### config.mk
export PLATFORM = sky130hd
export DESIGN_NAME = warmboot_sequencer
export DESIGN_NICKNAME = d
export VERILOG_FILES = /design/src/rtl/warmboot_sequencer.sv
export SDC_FILE = /design/constraint.sdc
export NUM_CORES = 1
export LEC_CHECK = 0
export BUFFER_PORTS_ARGS = -buffer_cell sky130_fd_sc_hd__clkbuf_2
export CAP_MARGIN = 20
export CORE_AREA = 5 5 67 51
export CTS_BUF_LIST = sky130_fd_sc_hd__clkbuf_4 sky130_fd_sc_hd__clkbuf_8
export DETAILED_ROUTE_END_ITERATION = 7
export DIE_AREA = 0 0 72 56
export GPL_TIMING_DRIVEN = 0
export PLACE_DENSITY_LB_ADDON = 0.1
export SYNTH_ARGS = -nofsm -noshare
export SYNTH_HDL_FRONTEND = slang
export SYNTH_SLANG_ARGS = --single-unit
### constraint.sdc
create_clock -name clk_usb -period 3.05 [get_ports clk_usb]
set_input_delay 0.61 -clock clk_usb [delete_from_list [all_inputs] [get_ports clk_usb]]
set_output_delay 0.61 -clock clk_usb [all_outputs]
set_load 0.02 [all_outputs]
### src/rtl/warmboot_sequencer.sv
// warmboot_sequencer: detaches USB, settles, then fires SB_WARMBOOT with the latched image index
module warmboot_sequencer #(
  parameter int IDLE_TIMEOUT  = 480000,
  parameter int DETACH_CYCLES = 48000,
  parameter int SETTLE_CYCLES = 480
) (
  input  logic       clk_usb,
  input  logic       reset,
  input  logic       boot_req,
  input  logic [1:0] image_sel_in,
  input  logic       boot_abort,
  input  logic       usb_busy,
  output logic       usb_detach,
  output logic [1:0] warmboot_s,
  output logic       warmboot_boot,
  output logic       seq_busy
);
  localparam int MAX_DS = DETACH_CYCLES > SETTLE_CYCLES ? DETACH_CYCLES : SETTLE_CYCLES;
  localparam int MAXC   = IDLE_TIMEOUT > MAX_DS ? IDLE_TIMEOUT : MAX_DS;
  localparam int CW     = $clog2(MAXC + 1);
  typedef enum logic [2:0] {IDLE, WAIT_IDLE, DETACH, SETTLE, BOOT} state_t;
  state_t state_q, state_d;
  logic [CW-1:0] cnt_q, cnt_d;
  logic [1:0] sel_q, sel_d;
  logic detach_q, detach_d, boot_q, boot_d, busy_q, busy_d;
  always_comb begin
    state_d = state_q;
    sel_d   = sel_q;
    case (state_q)
      IDLE: begin
        state_d = boot_req ? WAIT_IDLE : IDLE;
        sel_d   = boot_req ? image_sel_in : sel_q;
      end
      WAIT_IDLE: state_d = boot_abort ? IDLE :
                           (!usb_busy || cnt_q == CW'(IDLE_TIMEOUT)) ? DETACH : WAIT_IDLE;
      DETACH:    state_d = cnt_q == CW'(DETACH_CYCLES - 1) ? SETTLE : DETACH;
      SETTLE:    state_d = cnt_q == CW'(SETTLE_CYCLES - 1) ? BOOT : SETTLE;
      BOOT:      state_d = BOOT;
      default:   state_d = IDLE;
    endcase
    // counter restarts on every state entry and idles at zero where nothing is timed
    cnt_d    = (state_d != state_q || state_q == IDLE || state_q == BOOT) ? '0 : cnt_q + 1'b1;
    detach_d = state_d inside {DETACH, SETTLE, BOOT};
    boot_d   = state_d == BOOT;
    busy_d   = state_d != IDLE;
  end
  always_ff @(posedge clk_usb or posedge reset) begin
    if (reset) begin
      state_q  <= IDLE;
      cnt_q    <= '0;
      sel_q    <= 2'b00;
      detach_q <= 1'b0;
      boot_q   <= 1'b0;
      busy_q   <= 1'b0;
    end else begin
      state_q  <= state_d;
      cnt_q    <= cnt_d;
      sel_q    <= sel_d;
      detach_q <= detach_d;
      boot_q   <= boot_d;
      busy_q   <= busy_d;
    end
  end
  assign usb_detach    = detach_q;
  assign warmboot_s    = sel_q;
  assign warmboot_boot = boot_q;
  assign seq_busy      = busy_q;
endmodule
==> results.cfg, run 1 <==
[worst_setup_path]
critPathArrivalTime_ps = 2460
startpoint = cnt_q[10]
crit_type = flop to flop
cp_slowest_cell = or4_4
reg2regPathDepth = 6
worstPathMaxFanout = 10
crit_buf_inv = 1
worst-path-stages = 6
critPathCaptureType = flop
reg2reg_slack_ps = 750
critical_path.max_stage_delay_ps = 570
crit_chain = or4_4 -> nor2_4 -> a311oi_1 -> a311oi_4 -> buf_6 -> nor2_2
crit_required_ps = 3210
critPathLaunchType = flop
reg2reg_from = cnt_q[10]
path_delay_family = simple AND/OR/NAND/NOR gates

[cells_and_area]
regArea_um2 = 676
diodes = 0
area_delta_synth_final_pct = 11.4
drive_gt1_share_pct = 22.1
multi_input_area_um2 = 796
nNetsFinal = 182
fin_util_pct = 63.2
fill_cells = 226

[synthesis]
synth_top_area_share_pct = 44.4
syn-instance-count = 156
ys_top_cells_by_area = dfrtp_1 44%, nand2_1 5.4%, xor2_1 5.2%
yosys-top-cells-count = 27 x dfrtp_1, 22 x nand2_1, 11 x nor2_2
synth-async-reset-ratio_pct = 100
ys_ff_latch = 27
syn_nets = 165
synth-seq-area-share_pct = 44.4
yosysMostFrequentCell = dfrtp_1
syn_avg_cell_area_um2 = 9.75
yosysUniqueCellTypes = 36
yosys.area_share.simple_pct = 34.0
synth_compound_area_share_pct = 5.43
synth_top_family_by_area = simple AND/OR/NAND/NOR gates
synth_top_area_cell = dfrtp_1
synth-xor-area-share_pct = 9.79
synth_area_um2 = 1520
synth_fa_ha_area_share_pct = 1.64
yosys_warnings = 0
synth_ff_type = dfrtp_1
synth-edff-count = 0
synthMuxAreaShare_pct = 1.48

[clock_tree]
clk_latency_ps = 280
cts_tree = yes
cts_made_buffers = 3
cts_hold_buf = 0
cts_buffer_depth = 2
clk_pin_slew_ps = 100
cts_resized = 0
cts_root_buf = clkbuf_8
numClockSinks = 27
htreeDepth = 1
cts_setup_buffers = 0

[power_and_ir_drop]
leakagePower_uw = 0.000718
ir_drop_uv = 331
power_density_nw_per_um2 = 584

[global_routing]
first_global_vias = 1137
gr-total-overflow = 0
grt_pass1_wl_um = 5410
antenna_found_initial = 0
grt.total_usage_pct = 16.7
grt_max_degree = 28

[routing]
dr_total_vias = 1151
wire_per_inst_um = 14.7
drt_iter0_drc = 102
drc = 0
drt-total-wl_um = 3060
postRouteAntennaNets = 0
vias_per_cell = 5.53
dr.pass1.iters = 4

[floorplanning]
die_h_um = 56
initial_core_util_pct = 56.7
die_area_um2 = 4030
ioPinCount = 12
num_rows = 16
coreArea_um2 = 2680
die_w_um = 72

[timing]
setup_tns_ps = 0
relSlewSlack_pct = 44.4
finalSetupViolations = 0
hold_viol = 0
worstMarginPinSlew_ps = 826
post-route-min-period_ps = 2300
finalCritPeriodShare_pct = 75.3
max_freq_ghz = 0.435
fin_skew_ps = 11.2
drv_slew = 0
rsz0062_at_grt = no

[run_status]
status = finished clean

[placement]
hpwl_um = 2300
place.gp.congestion = 0.797
portBuffers = 11

[min_path]
min_path_type = primary input to asynchronous set/reset pin

[job]
drv_cap = 0
-- registers in the layout (all words and copies together) (netlist names) --
register / flops
warmboot_boot: 1
warmboot_s: 2
state_q: 3
usb_detach: 1
seq_busy: 1
cnt_q: 19
-- path summary, 6_finish.rpt --
check	endpoint
worst max-delay path	cnt_q[12]
worst min register to register	warmboot_s[0]
worst min-delay path	cnt_q[0]
worst max register to register	cnt_q[12]
min in group clk_usb	warmboot_s[0]
max in group asynchronous	cnt_q[13]
-- cells by family after synthesis --
family | count (synthesis)
compound gates | 9
flops | 27
buf+inv | 11
mux | 2
fa+ha+maj | 2
xor+xnor | 17
simple gates | 88
-- power breakdown --
part	leakage (uW)	switching (uW)	internal, uW
Clock	0.0000255	110	91.6
Sequential	0.000356	49.6	411
Combinational	0.000336	204	124
-- metrics by stage --
step	cells	total power [uW]	hold slack [ps]	instance area (um2)	setup WS (ps)
global placement	203	786	487	1620	768
floorplan	156	706	471	1520	1010
global route	208	1060	350	1700	576
finish	208	990	313	1700	752
detailed placement	203	793	499	1620	773
CTS	207	997	521	1670	751
-- cell usage in the layout, fill, tap and decap left out, types with 2 or more instances in the layout --
cell type and instances:
clkbuf_1 4, or4_4 2, nand4b_1 2, xnor2_1 8
nor2_2 11, nor2_1 9, a31oi_1 2, xor2_1 9
nor3b_1 7, nor4_1 6, dfrtp_1 27, nand3_1 9
ha_1 2, o21ai_0 2, mux2_2 2, clkbuf_8 3
inv_1 5, nor3_1 4, nand4_1 6, nand2_1 22
clkbuf_2 11
-- cell type report --
class / count / area share [%]
tap: 36 / 2.66
buffer: 6 / 1.85
clock buffer: 3 / 2.44
inverter: 5 / 1.11
timing repair buffer: 12 / 4.87
multi-input combinational: 118 / 46.9
clock inverter: 1 / 0.295
sequential: 27 / 39.9
-- per-layer routing --
| metal | up-vias | share of wire [%] | GRT usage [%] | wire length, um |
|---|---|---|---|---|
| li1 | 577 | - | - | - |
| met1 | 552 | 47 | 24.0 | 1450 |
| met4 | 0 | 0 | 1.88 | 0 |
| met2 | 22 | 47 | 26.0 | 1430 |
| met3 | 0 | 5.7 | 4.51 | 174 |
| met5 | - | 0 | 0 | 0 |
Note: power is estimated with default switching activity, not from simulation.
==> inputs of run 2 (changes only) <==
--- a/config.mk
+++ b/config.mk
@@ -7,10 +7,10 @@
 export LEC_CHECK = 0
 export BUFFER_PORTS_ARGS = -buffer_cell sky130_fd_sc_hd__clkbuf_2
 export CAP_MARGIN = 20
-export CORE_AREA = 5 5 67 51
+export CORE_AREA = 5 5 69 53
 export CTS_BUF_LIST = sky130_fd_sc_hd__clkbuf_4 sky130_fd_sc_hd__clkbuf_8
 export DETAILED_ROUTE_END_ITERATION = 7
-export DIE_AREA = 0 0 72 56
+export DIE_AREA = 0 0 74 58
 export GPL_TIMING_DRIVEN = 0
 export PLACE_DENSITY_LB_ADDON = 0.1
 export SYNTH_ARGS = -nofsm -noshare
==> constraint.sdc (replaced) <==
create_clock -name clk_usb -period 1.9 [get_ports clk_usb]
set_input_delay 0.38 -clock clk_usb [delete_from_list [all_inputs] [get_ports clk_usb]]
set_output_delay 0.38 -clock clk_usb [all_outputs]
set_load 0.02 [all_outputs]
==> run 2 against run 1 <==
The run now ends with negative setup slack left. Setup slack got worse by 900 ps. Core utilization rose by 1.6 points. First-iteration DRC count rose by 11%. Non-clock buffer count rose by 14. Register-to-register slack got worse by 900 ps. Largest power group is now combinational cells.
==> results.cfg, run 2 (synthesized netlist as in run 1, its figures left out) <==
[worst_setup_path]
crit_buf_inv = 2
reg2reg_from = cnt_q[11]
reg2regPathDepth = 7
cp_slowest_cell = or4_4
critical_path.max_stage_delay_ps = 550
critPathCaptureType = flop
crit_required_ps = 2070
path_delay_family = simple AND/OR/NAND/NOR gates
reg2reg_slack_ps = -150
worstPathMaxFanout = 6
crit_chain = or4_4 -> nor2_4 -> a311oi_4 -> a311oi_4 -> buf_6 -> buf_6 -> nor3b_2
critPathLaunchType = flop
critPathArrivalTime_ps = 2220
crit_type = flop to flop
reg2reg_to = cnt_q[13]

[floorplanning]
die_w_um = 74
initial_core_util_pct = 51.5
coreArea_um2 = 2960
num_rows = 17
die_area_um2 = 4290
die_h_um = 58
ioPinCount = 12

[global_routing]
gr-total-overflow = 0
grt.total_usage_pct = 18.7
grt_max_degree = 28
grt_pass1_wl_um = 6000
antenna_found_initial = 0
first_global_vias = 1236

[timing]
layout_setup_ws_ps = -151
drv_slew = 0
finalSetupViolations = 19
fin_skew_ps = 5.75
worstMarginPinSlew_ps = 710
holdWs_ps = 328
hold_viol = 0
setup_tns_ps = -2610
max_freq_ghz = 0.488
finalCritPeriodShare_pct = 108
rsz0062_at_grt = yes
relSlewSlack_pct = 52.0
post-route-min-period_ps = 2050

[cells_and_area]
fill_cells = 248
multi_input_area_um2 = 882
regArea_um2 = 677
final_cell_mix = 26 x dfrtp_1, 22 x nand2_1, 12 x clkbuf_2, 12 x nor2_2, 10 x buf_4
diodes = 0
drive_gt1_share_pct = 35.5
largest_reg_flops = 19
regMostFlops = cnt_q
stdcell_area_um2 = 1920
nNetsFinal = 196
final_common_cell = dfrtp_1
area_delta_synth_final_pct = 26.0

[min_path]
hp-start = image_sel_in[0]
hold_end = warmboot_s[0]
min_path_cells = 2
min_path_type = primary input to flop

[run_status]
violations = negative setup slack
status = complete, but fails checks

[power_and_ir_drop]
leakagePower_uw = 0.000813
power_density_nw_per_um2 = 972
ir_drop_uv = 862

[clock_tree]
cts_root_buf = clkbuf_8
cts_made_buffers = 3
clk_latency_ps = 280
cts_buffer_depth = 2
numClockSinks = 27
htreeDepth = 1
cts_tree = yes
clk_pin_slew_ps = 90

[placement]
place_ws_ps = -389
hpwl_um = 2290
place.gp.congestion = 0.879
portBuffers = 11
dpl_cell_area_um2 = 1630

[job]
drv_cap = 0

[routing]
wire_per_inst_um = 16.8
dr_total_vias = 1248
drt_iter0_drc = 113
postRouteAntennaNets = 0
dr.pass1.iters = 4
vias_per_cell = 5.57
drc = 0
drt-total-wl_um = 3760
-- run 2: final cells by class --
| class | count | share of cell area (%) |
|---|---|---|
| multi-input cells | 118 | 46.0 |
| plain buffers | 5 | 1.57 |
| repair buffers | 27 | 11.1 |
| clock buffers | 4 | 2.55 |
| flip-flops and latches | 27 | 35.3 |
| well taps | 38 | 2.48 |
| inverters | 5 | 0.979 |
-- run 2: power breakdown --
group / internal, uW / switching [uW]
clock network: 165 / 189
logic: 342 / 421
registers: 660 / 84.7
total: 1170 / 695
-- run 2: worst reg2reg max path, delay by kind of cell (launching register included) --
kind	cells	cell delay [ps]
compound gates	2	420
simple gates	3	810
buf+inv	2	290
flops	1	430
-- run 2: per-layer routing --
layer | vias up | part of all wire (%) | GRT usage, %
met3 | 4 | 4.8 | 4.16
met1 | 611 | 45 | 25.8
met2 | 26 | 49 | 29.3
met4 | 0 | 1.2 | 5.68
li1 | 607 | - | -
met5 | - | 0 | 0
-- run 2: worst max path at each step --
| stage | startpoint | endpoint | cells past startpoint |
|---|---|---|---|
| after floorplan | cnt_q[11] | cnt_q[10] | 6 |
| after global placement | cnt_q[11] | cnt_q[7] | 6 |
| after detailed placement | cnt_q[11] | cnt_q[6] | 6 |
| after CTS | cnt_q[15] | cnt_q[3] | 6 |
| after global routing | cnt_q[1] | cnt_q[18] | 7 |
| final | cnt_q[11] | cnt_q[13] | 7 |
-- run 2: per-stage QoR --
step	cells	util, %	power, uW
3_5_place_dp	205	55.2	1290
3_3_place_gp	205	55.2	1270
4_1_cts	219	61.7	1800
2_1_floorplan	156	-	1140
5_1_grt	224	64.8	1970
6_report	224	64.8	1860
-- run 2: repair_timing --
item	in CTS	in global routing
endpoints found under the setup margin	21	21
resized for setup	14	10
cloned	1	0
hold buffers	0	1
pin swaps	6	6
endpoints found under the hold margin	0	3
buffers inserted	10	3
==> inputs of run 3 (changes only) <==
--- a/config.mk
+++ b/config.mk
@@ -7,10 +7,10 @@
 export LEC_CHECK = 0
 export BUFFER_PORTS_ARGS = -buffer_cell sky130_fd_sc_hd__clkbuf_2
 export CAP_MARGIN = 20
-export CORE_AREA = 5 5 69 53
+export CORE_AREA = 5 5 59 61
 export CTS_BUF_LIST = sky130_fd_sc_hd__clkbuf_4 sky130_fd_sc_hd__clkbuf_8
 export DETAILED_ROUTE_END_ITERATION = 7
-export DIE_AREA = 0 0 74 58
+export DIE_AREA = 0 0 64 66
 export GPL_TIMING_DRIVEN = 0
 export PLACE_DENSITY_LB_ADDON = 0.1
 export SYNTH_ARGS = -nofsm -noshare
==> run 3 against run 2 <==
The flow still finishes with violations (negative setup slack). Sequential share of layout area increased by 0.68 points. Cell count down 2.7%. Sequential cell count stayed put. Critical path type unchanged. Highest routed layer unchanged.
==> results.cfg, run 3 (synthesized netlist as in run 1, its figures left out) <==
[timing]
finalSetupViolations = 18
finalCritPeriodShare_pct = 103
hold_viol = 0
rsz0062_at_grt = yes
drv_slew = 0
worstMarginPinSlew_ps = 780
layout_setup_ws_ps = -48.0
relSlewSlack_pct = 47.3
post-route-min-period_ps = 1950
setup_tns_ps = -604
max_freq_ghz = 0.513
fin_skew_ps = 12.9

[cells_and_area]
final_common_cell = dfrtp_1
nNetsFinal = 195
regMostFlops = cnt_q
fill_cells = 243
diodes = 0
drive_gt1_share_pct = 34.1
multi_input_area_um2 = 872
largest_reg_flops = 19
fin_cells = 218
area_delta_synth_final_pct = 23.6
final_cell_mix = 26 x dfrtp_1, 22 x nand2_1, 12 x clkbuf_2
regArea_um2 = 677

[worst_setup_path]
crit_buf_inv = 2
critical_path.max_stage_delay_ps = 510
critPathCaptureType = flop
path_delay_family = simple AND/OR/NAND/NOR gates
critPathArrivalTime_ps = 2180
crit_type = flop to flop
cp_slowest_cell = or4_4
critPathLaunchType = flop
crit_required_ps = 2140
cp_common_cell = a311oi_4
worstPathMaxFanout = 5
crit_chain = or4_4 -> nor2_4 -> a311oi_4 -> a311oi_4 -> buf_6 -> buf_4 -> nor3b_1

[run_status]
violations = negative setup slack
status = complete, but fails checks

[placement]
dp_cells = 200
place_ws_ps = -390
portBuffers = 11
place.gp.congestion = 0.841
hpwl_um = 2200

[global_routing]
grt_max_degree = 28
gr-total-overflow = 0
first_global_vias = 1277
grt_pass1_wl_um = 5820
grt.total_usage_pct = 17.5
antenna_found_initial = 0

[clock_tree]
cts_made_buffers = 3
numClockSinks = 27
clk_latency_ps = 320
htreeDepth = 1
cts_root_buf = clkbuf_4
clk_pin_slew_ps = 160
cts_tree = yes
cts_buffer_depth = 2

[power_and_ir_drop]
ir_drop_uv = 592
leakagePower_uw = 0.000799
seqPwrFrac_pct = 42.5
net-switching-power_uw = 648
clkPwrFrac_pct = 14.5
totalPowerFinal_uw = 1740
switching_share_pct = 37.2
combPwrFrac_pct = 43.0
power_density_nw_per_um2 = 926
p_int_uw = 1090

[floorplanning]
die_h_um = 66
die_w_um = 64
initial_core_util_pct = 52.0
coreArea_um2 = 2930
ioPinCount = 12
die_area_um2 = 4220
num_rows = 20

[routing]
dr_total_vias = 1250
vias_per_cell = 5.73
drc = 0
dr.pass1.iters = 4
postRouteAntennaNets = 0
drt-total-wl_um = 3340
drt_iter0_drc = 107
wire_per_inst_um = 15.3

[job]
drv_cap = 0

[min_path]
min_path_type = primary input to flop
==> run 3: final timing paths <==
check,startpoint,to,slack (ps),cells past startpoint
min reg2reg,warmboot_s[0],warmboot_s[0],540,1
max reg2reg,cnt_q[13],cnt_q[17],-50,7
max,cnt_q[13],cnt_q[17],-50,7
max in group asynchronous,reset,cnt_q[11],950,4
min,image_sel_in[1],warmboot_s[1],270,2
min in group asynchronous,reset,cnt_q[3],510,3
==> run 3: power groups by stage <==
stage	Clock (uW)	Combinational (uW)	Sequential (uW)
finish	253	748	740
floorplan	0	356	781
global route	301	809	750
CTS	264	694	736
detailed placement	0	536	750
global placement	0	526	746
==> run 3: layout make-up <==
| class | count | area share, % |
|---|---|---|
| Tap cell | 33 | 2.20 |
| Timing Repair Buffer | 27 | 11.3 |
| Clock inverter | 1 | 0.399 |
| Inverter | 5 | 0.998 |
| Buffer | 4 | 1.53 |
| Sequential cell | 27 | 36.0 |
| Clock buffer | 3 | 1.20 |
| Multi-Input combinational cell | 118 | 46.4 |
==> run 3: per-stage QoR <==
| step | util, % | cell area (um2) | hold slack (ps) |
|---|---|---|---|
| 2_1_floorplan | - | 1530 | 433 |
| 3_3_place_gp | 55.5 | 1630 | 490 |
| 3_5_place_dp | 55.5 | 1630 | 510 |
| 4_1_cts | 61.7 | 1810 | 265 |
| 5_1_grt | 64.2 | 1880 | 244 |
| 6_report | 64.2 | 1880 | 274 |
==> run 3: layer usage <==
layer  share of wire (%)  global-route usage (%)  vias to the layer above
met3                 4.1                    3.23                        4
met5                   0                       0                        -
li1                    -                       -                      606
met1                  45                    22.2                      611
met4                 1.1                    5.97                        0
met2                  49                    29.6                       29
==> run 3: timing repair <==
action | 4_1_cts | 5_1_grt
setup buffers | 11 | 2
endpoints found under the setup margin | 21 | 21
cloned | 1 | 0
hold buffers | 0 | 1
resized for setup | 13 | 8
hold endpoints to repair | 0 | 5
pin swaps | 4 | 2
